`src/rtl/gfx_pkg.sv`:
```
// Shared definitions for gfx_reg_loader: register address map, CTRL bit
// positions, FSM state encoding and the coordinate word type.
package gfx_pkg;

  typedef logic [15:0] coord_t;

  localparam int NUM_REGS = 10;

  localparam logic [3:0] ADDR_P1_X       = 4'd0;
  localparam logic [3:0] ADDR_P1_Y       = 4'd1;
  localparam logic [3:0] ADDR_P2_X       = 4'd2;
  localparam logic [3:0] ADDR_P2_Y       = 4'd3;
  localparam logic [3:0] ADDR_BALL_X     = 4'd4;
  localparam logic [3:0] ADDR_BALL_Y     = 4'd5;
  localparam logic [3:0] ADDR_BALL_Z     = 4'd6;
  localparam logic [3:0] ADDR_P1_SCORE   = 4'd7;
  localparam logic [3:0] ADDR_P2_SCORE   = 4'd8;
  localparam logic [3:0] ADDR_GAME_STATE = 4'd9;
  localparam logic [3:0] ADDR_CTRL       = 4'hF;

  localparam int CTRL_FORCE_BIT  = 0;
  localparam int CTRL_FREEZE_BIT = 1;

  typedef enum logic [1:0] {
    IDLE    = 2'd0,
    PENDING = 2'd1,
    COMMIT  = 2'd2
  } state_t;

endpackage

```
`src/rtl/gfx_frame_timeout.sv`:
```
// Saturating frame counter: counts ticks while enabled and flags expiry in the
// same cycle the LIMIT-th tick arrives. LIMIT = 0 never expires.
module gfx_frame_timeout #(
  parameter logic [15:0] LIMIT = 16'd0
) (
  input  logic clk,
  input  logic rst,
  input  logic i_clear,
  input  logic i_enable,
  input  logic i_tick,
  output logic o_expired
);

  logic [15:0] r_count;
  logic        w_at_limit;
  logic        w_hits_limit;

  always_ff @(posedge clk or negedge rst) begin
    if (!rst) begin
      r_count <= 16'd0;
    end else if (i_clear) begin
      r_count <= 16'd0;
    end else if (i_enable && i_tick && (r_count != LIMIT)) begin
      r_count <= r_count + 16'd1;
    end
  end

  assign w_at_limit   = (r_count == LIMIT);
  assign w_hits_limit = i_tick && (r_count == (LIMIT - 16'd1));

  assign o_expired = (LIMIT != 16'd0) && i_enable && !i_clear &&
                     (w_at_limit || w_hits_limit);

endmodule

```
`src/rtl/gfx_reg_loader.sv`:
```
// Double-buffered register loader: CPU writes land in shadow registers and are
// copied to the active set at a frame boundary. Optional: GFX_SCORE_REGS_EN.
module gfx_reg_loader
  import gfx_pkg::*;
#(
  parameter logic [3:0]  CS_CODE       = 4'h1,
  parameter logic [15:0] FRAME_TIMEOUT = 16'd0
) (
  input  logic        clk,
  input  logic        rst,
  input  logic [3:0]  chipselect,
  input  logic [15:0] databus,
  input  logic [3:0]  data_address,
  input  logic        frame_end,
  output logic [15:0] paddle_1_x,
  output logic [15:0] paddle_1_y,
  output logic [15:0] paddle_2_x,
  output logic [15:0] paddle_2_y,
  output logic [15:0] ball_x,
  output logic [15:0] ball_y,
  output logic [15:0] ball_z,
  output logic [15:0] player_1_score,
  output logic [15:0] player_2_score,
  output logic [15:0] game_state,
  output logic        pending,
  output logic        commit_done
);

  // Score slots only exist as real registers when the score feature is built.
  function automatic logic reg_present(input int idx);
`ifdef GFX_SCORE_REGS_EN
    return (idx < NUM_REGS);
`else
    return (idx < NUM_REGS) &&
           (idx != int'(ADDR_P1_SCORE)) && (idx != int'(ADDR_P2_SCORE));
`endif
  endfunction

  coord_t r_shadow [NUM_REGS];
  coord_t r_active [NUM_REGS];
  state_t r_state;
  logic   r_freeze;
  logic   r_commit_req;
  logic   r_commit_done;

  logic w_sel;
  logic w_shadow_wr;
  logic w_ctrl_wr;
  logic w_force;
  logic w_expired;
  logic w_trigger;
  logic w_to_enable;
  logic w_to_clear;

  assign w_sel       = (chipselect == CS_CODE);
  assign w_shadow_wr = w_sel && (data_address <= ADDR_GAME_STATE) &&
                       reg_present(int'(data_address));
  assign w_ctrl_wr   = w_sel && (data_address == ADDR_CTRL);
  assign w_force     = w_ctrl_wr && databus[CTRL_FORCE_BIT];

  always_ff @(posedge clk or negedge rst) begin
    if (!rst) begin
      for (int i = 0; i < NUM_REGS; i++) begin
        if (reg_present(i)) r_shadow[i] <= '0;
      end
    end else begin
      for (int i = 0; i < NUM_REGS; i++) begin
        if (reg_present(i) && w_shadow_wr && (data_address == 4'(i))) begin
          r_shadow[i] <= databus;
        end
      end
    end
  end

  always_ff @(posedge clk or negedge rst) begin
    if (!rst) begin
      r_freeze <= 1'b0;
    end else if (w_ctrl_wr) begin
      r_freeze <= databus[CTRL_FREEZE_BIT];
    end
  end

  assign w_to_enable = (r_state == PENDING) && r_freeze;
  assign w_to_clear  = (r_state == COMMIT) || !r_freeze;

  gfx_frame_timeout #(
    .LIMIT(FRAME_TIMEOUT)
  ) u_timeout (
    .clk      (clk),
    .rst      (rst),
    .i_clear  (w_to_clear),
    .i_enable (w_to_enable),
    .i_tick   (frame_end),
    .o_expired(w_expired)
  );

  assign w_trigger = (frame_end && !r_freeze) || w_force || w_expired;

  // The trigger is latched for one cycle so COMMIT follows the sampling edge
  // by one cycle; back-to-back triggers collapse into a single commit.
  always_ff @(posedge clk or negedge rst) begin
    if (!rst) begin
      r_state       <= IDLE;
      r_commit_req  <= 1'b0;
      r_commit_done <= 1'b0;
      for (int i = 0; i < NUM_REGS; i++) begin
        if (reg_present(i)) r_active[i] <= '0;
      end
    end else begin
      r_commit_done <= 1'b0;
      r_commit_req  <= (r_state == PENDING) && !r_commit_req && w_trigger;
      case (r_state)
        IDLE: begin
          if (w_shadow_wr) r_state <= PENDING;
        end
        PENDING: begin
          if (r_commit_req) r_state <= COMMIT;
        end
        COMMIT: begin
          for (int i = 0; i < NUM_REGS; i++) begin
            if (reg_present(i)) r_active[i] <= r_shadow[i];
          end
          r_commit_done <= 1'b1;
          r_state       <= w_shadow_wr ? PENDING : IDLE;
        end
        default: r_state <= IDLE;
      endcase
    end
  end

  assign paddle_1_x = r_active[ADDR_P1_X];
  assign paddle_1_y = r_active[ADDR_P1_Y];
  assign paddle_2_x = r_active[ADDR_P2_X];
  assign paddle_2_y = r_active[ADDR_P2_Y];
  assign ball_x     = r_active[ADDR_BALL_X];
  assign ball_y     = r_active[ADDR_BALL_Y];
  assign ball_z     = r_active[ADDR_BALL_Z];
  assign game_state = r_active[ADDR_GAME_STATE];

`ifdef GFX_SCORE_REGS_EN
  assign player_1_score = r_active[ADDR_P1_SCORE];
  assign player_2_score = r_active[ADDR_P2_SCORE];
`else
  assign player_1_score = 16'd1;
  assign player_2_score = 16'd2;
`endif

  assign pending     = (r_state != IDLE);
  assign commit_done = r_commit_done;

endmodule

```
`config.mk`:
```
export PLATFORM = sky130hd
export DESIGN_NAME = gfx_reg_loader
export DESIGN_NICKNAME = d
export VERILOG_FILES = /design/src/rtl/gfx_pkg.sv /design/src/rtl/gfx_frame_timeout.sv /design/src/rtl/gfx_reg_loader.sv
export SDC_FILE = /design/constraint.sdc
export NUM_CORES = 1
export LEC_CHECK = 0
export BUFFER_PORTS_ARGS = -buffer_cell sky130_fd_sc_hd__buf_2
export CAP_MARGIN = 20
export CORE_UTILIZATION = 40
export DETAILED_ROUTE_END_ITERATION = 8
export GPL_TIMING_DRIVEN = 0
export PLACE_DENSITY = 0.62
export REMOVE_ABC_BUFFERS = 1
export SLEW_MARGIN = 0
export SYNTH_ARGS = -nofsm -noshare
export SYNTH_HDL_FRONTEND = slang
export SYNTH_HIERARCHICAL = 1
export SYNTH_SLANG_ARGS = --single-unit
```
`constraint.sdc`:
```
create_clock -name clk -period 1.9 [get_ports clk]
set_clock_uncertainty 0.1 [all_clocks]
set_input_delay 0.095 -clock clk [delete_from_list [all_inputs] [get_ports clk]]
set_output_delay 0.095 -clock clk [all_outputs]
set_load 0.01 [all_outputs]
```
# == Word-level counts from Yosys, hierarchy flattened ==
# Index checks and enable logic that the tools add are counted.
# word_totals
ff_bits,261
inputBits,27
out_inout_bits,162
elab_cells,66
# op_classes
n_lt_le_gt_ge,2
eq_ne,15
muxes,5
reduce_logical,24
# ops
cell,count
$logic_and A1 B1 Y1,17
$eq A4 B3 Y1 const B,3
$eq A4 B1 Y1 const B,2
$eq A4 B2 Y1 const B,2
$eq A4 B4 Y1 const B,2
$ne A4 B4 Y1 const B,2
$pmux W2 S3,1
$le A4 B4 Y1 const B,1
$logic_not A4 Y1,1
$lt A4 B4 Y1 const B,1
$mux W2,2
$ne A2 B2 Y1 const B,2
$eq A2 B1 Y1 const B,1
$eq A2 B2 Y1 const B,1
$logic_not A1 Y1,2
$logic_not A2 Y1,1
$mux W1,2
$reduce_and A2 Y1,1
$reduce_bool A2 Y1,1
$logic_or A1 B1 Y1,1

# == Longest topological paths before layout ==
# Gate-level depths: netlist of run 1.
# depth
ltp_word,6
mapped_depth,6
mapped_depth_nobuf,4

# == By module ==
# Netlist of run 1, hierarchy kept.
# by_module_without_submodules
mod,instances,cells_each,area_per_inst_um2,seq_area_each_um2
gfx_reg_loader,1,879,10413.7,6531.3
gfx_frame_timeout,1,2,11.3,0.0

# == Worst setup path after synthesis of run 1 ==
# No wires, ideal clock.
# synth_timing
path_kind,reg2reg
startpoint,register r_state[0]
endpoint,register r_active (netlist bit game_state[0])
setup_time_ns,0.065
arrival_time_ns,1.300
t_required_ns,1.735
slack_ns,0.435
stages_incl_launch_ff,7
n_path_buf,2
synth_period_minus_slack_ns,1.465
path_cell_list,dfrtp_1 -> nand2b_1 -> inv_1 -> clkbuf_1 -> clkbuf_1 -> nand2_1 -> nand2_1
# synth_between
elab_chain_cells,1
# synth_rtl
element,line,source
"start, declared",gfx_reg_loader.sv:41,state_t r_state;
"start signal, assigned",gfx_reg_loader.sv:124,r_state <= w_shadow_wr ? PENDING : IDLE;
$eq A2 B2 Y1,gfx_reg_loader.sv:112,case (r_state)
"end signal, assigned by index",gfx_reg_loader.sv:121,if (reg_present(i)) r_active[i] <= r_shadow[i];
"end, declared",gfx_reg_loader.sv:40,coord_t r_active [NUM_REGS];
# No other way between the ends.
# A chain may end at the register's enable or synchronous reset.

# == Worst setup path in the final report of run 1 ==
# layout_timing
startpoint,input data_address[3]
endpoint,register r_shadow[101] (netlist name)
# layout_between
elab_chain_cells,5
word_cells_on_any_way,10
classes_between,order compare: 2; eq/ne: 3; reduce/logical: 5
# layout_rtl
element,line,source
"start, declared",gfx_reg_loader.sv:13,"input logic [3:0] data_address,"
$lt A4 B4 Y1 or $ne A4 B4 Y1 (tied branches),"gfx_reg_loader.sv:34, gfx_reg_loader.sv:35",
$logic_and A1 B1 Y1,gfx_reg_loader.sv:34,return (idx < NUM_REGS) &&
$logic_and A1 B1 Y1,gfx_reg_loader.sv:35,(idx != int'(ADDR_P1_SCORE)) && (idx != int'(ADDR_P2_SCORE));
$logic_and A1 B1 Y1,gfx_reg_loader.sv:56,assign w_shadow_wr = w_sel && (data_address <= ADDR_GAME_STATE) &&
$logic_and A1 B1 Y1 *,gfx_reg_loader.sv:68,if (reg_present(i) && w_shadow_wr && (data_address == 4'(i))) begin
"end signal, assigned by index",gfx_reg_loader.sv:69,r_shadow[i] <= databus;
"end, declared",gfx_reg_loader.sv:39,coord_t r_shadow [NUM_REGS];
# Mark *: on every way between the ends. The rest lies on a longest branch, timed or not.

==> results of run 1 <==
cells in the final DEF, fill, tap and decap left out, types with 2 or more instances in the layout:
cell,n
clkbuf_8,8
bufinv_16,4
nand3_4,2
inv_1,2
nand2b_2,2
nand2_1,384
nor2b_1,2
mux2_2,68
clkbuf_16,27
clkinv_2,6
buf_2,155
buf_4,2
nand4_4,5
mux2_4,60
a21oi_1,3
dlygate4sd3_1,22
conb_1,33
dfrtp_1,260
buf_12,2
clkbuf_1,2
buf_16,4
metrics by stage:
step / setup TNS, ns / area, µm² / utilization / setup WS, ns
5_1_grt: 0 / 12700 / 0.500 / 0.000781
3_5_place_dp: -126.47 / 11400 / 0.451 / -0.985
4_1_cts: 0 / 12700 / 0.501 / 0.0192
3_3_place_gp: -2297.70 / 11300 / 0.445 / -8.78
6_report: 0 / 12700 / 0.500 / 0.0480
2_1_floorplan: -498.66 / 10100 / - / -3.83
cell type report:
cell class                 instances  area [µm²]
sequential                       261        6530
inverter                           4        31.3
timing repair buffer             186        1180
multi-input combinational        574        3550
fill                            2308       12700
tap                              330         413
clock inverter                    12         166
clock buffer                      37         793
tightest hold or removal path, cell delays in order:
cell and delay (ns):
dlygate4sd3_1 0.56, buf_8 0.14, buf_12 0.18
metal layers:
metal / routed length, µm / up-vias
met5: 0 / -
met4: 534 / 0
met3: 977 / 33
met2: 10400 / 168
met1: 11000 / 3255
li1: - / 3096
path summary, 6_finish.rpt:
| check | from | end | cells after the start |
|---|---|---|---|
| worst max-delay path | data_address[3] | r_shadow[101] | 5 |
| worst min-delay path | rst | ball_y[13] | 3 |
| worst max register to register | r_state[0] | paddle_1_x[10] | 4 |
| worst min register to register | r_shadow[123] | paddle_2_x[11] | 2 |
| max in group asynchronous | rst | r_state[1] | 3 |
| min in group clk | data_address[1] | r_freeze | 4 |
registers in the layout, summed over array words and instances (netlist names), 16 cells and up:
| register | cells |
|---|---|
| ball_y | 16 |
| paddle_1_y | 16 |
| ball_z | 16 |
| paddle_1_x | 16 |
| ball_x | 16 |
| paddle_2_y | 16 |
| paddle_2_x | 16 |
| r_shadow | 128 |
| game_state | 16 |
where the power goes:
group,total [mW],internal (mW),switching [mW]
sequential,6.77,6.33,0.447
clock,5.61,3.45,2.16
combinational,2.07,0.908,1.16
timing repair:
| action | in CTS | in global routing |
|---|---|---|
| setup buffers | 3 | 0 |
| cloned | 2 | 0 |
| setup endpoints to repair | 253 | 59 |
| endpoints found under the hold margin | 392 | 0 |
| gates resized for setup | 6 | 0 |
| pin swaps | 1 | 0 |
| hold buffers | 23 | 0 |
==> flow_metrics.py, run 1 <==
metrics = {
    "grt": {
        "grt_pass1_wl_um": 36200,
        "gr-total-overflow": 0,
        "grt_usage": 0.174,
        "grt_max_degree": 121,
        "use_met2": 0.268,
        "top_usage_layer": "met2",
        "grt_pass1_vias": 6462,
        "met1_usage": 0.254,
        "antenna_found_initial": 0,
        "use_met3": 0.0289,
    },
    "place": {
        "numPortBuffers": 156,
        "place_inst": 1328,
        "dp_hpwl_um": 13000,
        "place_congestion": 0.695,
    },
    "cts": {
        "clockBufferDepth": 3,
        "clk_pin_slew_worst_paths_ns": 0.06,
        "cts_tree": "built",
        "ctsHtreeMaxLevel": 1,
        "clk_latency_ns": 0.52,
        "cts_buffers": 27,
        "cts-root-buf": "clkbuf_16",
        "cts_sinks": 261,
    },
    "floorplan": {
        "rows": 58,
        "initial_utilization": 0.411,
        "fp.dieArea_mm2": 0.0267,
        "coreArea_mm2": 0.0253,
        "die_w_um": 163,
        "io_pins": 189,
        "die_y_um": 163,
    },
    "sta": {
        "max_freq_mhz": 540,
        "setup_viol": 0,
        "relSlewSlack": 0.527,
        "holdWs_ns": 0.0204,
        "post-route-period-util": 0.975,
        "finalCriticalPeriod_ns": 1.85,
        "hold_violations": 0,
        "rsz0062_at_grt": "false",
        "report.final.slew_viol_count": 0,
        "worst_pin_slew_ns": 0.710,
    },
    "critical_path": {
        "critPathRequiredTime_ns": 2.19,
        "cp_max_fo": 16,
        "slowest_delay_ns": 0.53,
        "crit_arrival_ns": 2.14,
        "path_cells": "dlygate4sd3_1 > buf_2 > nor2_2 > nand4_4 > mux2_4",
        "slowest_stage": "dlygate4sd3_1",
        "ff2ff_setup_slack_ns": 0.20,
        "path_buf_inv": 2,
        "end_kind": "flop",
        "path_class": "input port to flop",
        "startpoint_type": "input port",
        "crit_family": "simple AND/OR/NAND/NOR gates",
    },
    "logic_synthesis": {
        "synthCells": 879,
        "avgSynthCellArea_um2": 11.8,
        "synth_area_mm2": 0.0104,
        "yosys_warnings": 6,
    },
    "route": {
        "routedWlPerCell_um": 16.3,
        "final_antenna_net_count": 0,
        "drcViolationCount": 0,
        "first_pass_iters": 4,
        "drtIter0Drc": 417,
        "vias": 6552,
        "viasPerCell": 4.67,
        "wl_um": 22900,
    },
    "finish": {
        "stdcell_count": 1404,
        "drive_above_1_share": 0.332,
        "area_growth_pct": 21.6,
        "nets": 1081,
        "diodes": 0,
    },
    "job": {
        "maxCapViolations": 0,
    },
    "power": {
        "power_mw": 14.5,
        "p_per_area_mw_per_mm2": 1140,
        "p_leak_nw": 7.26,
        "peakVddDrop_v": 0.000654,
    },
    "outcome": {
        "status": "finished, final reports clean",
    },
    "worst_hold_path": {
        "min_path_type": "input port to asynchronous set/reset pin",
    },
}
(Power assumes the default switching activity.)
==> run 2: changes to the inputs <==
- HOLD_SLACK_MARGIN: not set -> 0.12
- PLACE_DENSITY: 0.62 -> 0.58
==> run 2 against run 1 <==
Sequential cell count unchanged. Critical path depth increased by 2. Critical path type unchanged. Clock power about the same. Setup slack improved by 0.11 ns. Largest power group unchanged. Highest routed layer unchanged. Sequential share of layout area decreased by 0.18 points. Register-to-register slack improved by 0.04 ns. Sequential power about the same. Final cell count increased by 0.43%.
==> flow_metrics.py, run 2 (synthesized netlist as in run 1, its figures left out) <==
metrics = {
    "place": {
        "dp_hpwl_um": 12900,
        "numPortBuffers": 156,
        "placed_area_mm2": 0.0114,
        "pre_cts_slack_ns": -0.929,
        "place_inst": 1328,
        "place_congestion": 0.705,
    },
    "floorplan": {
        "die_y_um": 163,
        "io_pins": 189,
        "coreArea_mm2": 0.0253,
        "fp.dieArea_mm2": 0.0267,
        "rows": 58,
        "initial_utilization": 0.411,
        "die_w_um": 163,
    },
    "grt": {
        "antenna_found_initial": 0,
        "gr-total-overflow": 0,
        "grt_pass1_vias": 6567,
        "grt_pass1_wl_um": 37500,
        "grt_usage": 0.183,
        "grt_max_degree": 116,
    },
    "sta": {
        "report.final.slew_viol_count": 0,
        "holdWs_ns": 0.218,
        "setup_viol": 0,
        "fin_setup_tns_ns": 0,
        "worst_pin_slew_ns": 0.752,
        "relSlewSlack": 0.498,
        "setup_ws_ns": 0.159,
        "hold_violations": 0,
        "max_freq_mhz": 574,
        "post-route-period-util": 0.916,
        "finalCriticalPeriod_ns": 1.74,
        "rsz0062_at_grt": "false",
    },
    "worst_hold_path": {
        "hp-start": "data_address[1]",
        "min_path_type": "input port to flop",
        "holdPathStages": 3,
        "hold_path_end": "r_shadow[97]",
    },
    "critical_path": {
        "slowest_delay_ns": 0.56,
        "critPathRequiredTime_ns": 2.25,
        "ff2ff_setup_slack_ns": 0.24,
        "path_cells": "buf_2 > nor4b_4 > buf_4 > dlygate4sd3_1 > o221ai_1 > dlygate4sd3_1 > o21ai_0",
        "cp_max_fo": 5,
        "path_class": "input port to flop",
        "crit_arrival_ns": 2.09,
        "slowest_stage": "dlygate4sd3_1",
        "cp_common_cell": "dlygate4sd3_1",
        "reg2reg_to": "ball_x[13]",
        "rr_worst_depth": 5,
        "rr_startpoint": "r_state[0]",
        "startpoint_type": "input port",
        "end_kind": "flop",
    },
    "finish": {
        "fillers": 2277,
        "largest_reg_flops": 128,
        "final_cell_mix": "384 x nand2_1, 260 x dfrtp_1, 155 x buf_2, 68 x mux2_2, 60 x mux2_4",
        "diodes": 0,
        "mostFrequentLayoutCell": "nand2_1",
        "largest_register": "r_shadow",
        "drive_above_1_share": 0.330,
        "stdcell_count": 1410,
        "area_growth_pct": 22.0,
        "nets": 1086,
        "final_area_mm2": 0.0127,
    },
    "cts": {
        "cts_tree": "built",
        "cts-root-buf": "clkbuf_16",
        "cts_sinks": 261,
        "clockBufferDepth": 3,
        "cts_buffers": 28,
        "ctsHtreeMaxLevel": 1,
        "clk_latency_ns": 0.53,
        "clk_pin_slew_worst_paths_ns": 0.07,
    },
    "route": {
        "routedWlPerCell_um": 16.7,
        "drtIter0Drc": 419,
        "vias": 6576,
        "final_antenna_net_count": 0,
        "viasPerCell": 4.66,
        "wl_um": 23600,
        "first_pass_iters": 4,
        "drcViolationCount": 0,
    },
    "power": {
        "p_per_area_mw_per_mm2": 1140,
        "peakVddDrop_v": 0.000589,
        "p_leak_nw": 7.28,
    },
    "outcome": {
        "status": "finished, final reports clean",
    },
    "job": {
        "maxCapViolations": 0,
    },
}
[run 2: changes by cell type in the layout (fill, tap and decap cells not counted), moves of 2 or more]
cell / delta
clkbuf_1: +5
buf_4: +3
clkbuf_16: +2
clkbuf_8: -2
[run 2: area by class of cell]
type | count | area, µm² | share of cell area
sequential | 261 | 6530 | 0.514
multi-input combinational | 574 | 3550 | 0.279
timing repair buffer | 190 | 1230 | 0.0971
clock buffer | 42 | 835 | 0.0657
tap | 330 | 413 | 0.0325
clock inverter | 9 | 123 | 0.00965
inverter | 4 | 22.5 | 0.00177
[run 2: layer usage]
metal  up-vias  wire length, µm  share of wire  track usage
met5         -                0              0            0
met4         0              406          0.017       0.0433
met3        36             1060          0.045       0.0292
met2       158            10800           0.46        0.288
met1      3273            11300           0.48        0.263
li1       3109                -              -            -
[run 2: power breakdown]
part | switching (mW) | internal (mW)
logic | 1.17 | 0.928
registers | 0.445 | 6.33
clock network | 2.16 | 3.42
[run 2: worst max-delay path by stage]
stage | start | to | slack [ns]
5_1_grt | rst | r_shadow[98] | 0.006
4_1_cts | r_state[0] | paddle_1_x[13] | 0.0001
3_5_place_dp | chipselect[3] | r_shadow[143] | -0.93
3_3_place_gp | r_state[0] | paddle_1_x[0] | -8.99
2_1_floorplan | r_state[0] | commit_done | -3.83
6_report | chipselect[1] | r_state[0] | 0.16
[run 2: repair_timing]
action / CTS / global route
gates cloned: 3 / 0
buffers inserted: 3 / 2
gates resized for setup: 2 / 1
setup endpoints to repair: 238 / 169
hold buffers: 23 / 0
hold endpoints to repair: 382 / 0
pin swaps: 1 / 0
[run 2: worst max-delay path, delay by kind of cell]
kind                   cells  cell delay (ns)
AND/OR/NAND/NOR            1             0.33
buffers and inverters      4             1.44
AO/OA/AOI/OAI              2             0.22
[run 2: metrics by stage]
step	utilization	power, mW
after floorplan	-	7.84
after global routing	0.502	15.2
final	0.502	14.5
after global placement	0.445	8.81
after CTS	0.501	14.7
after detailed placement	0.451	8.90
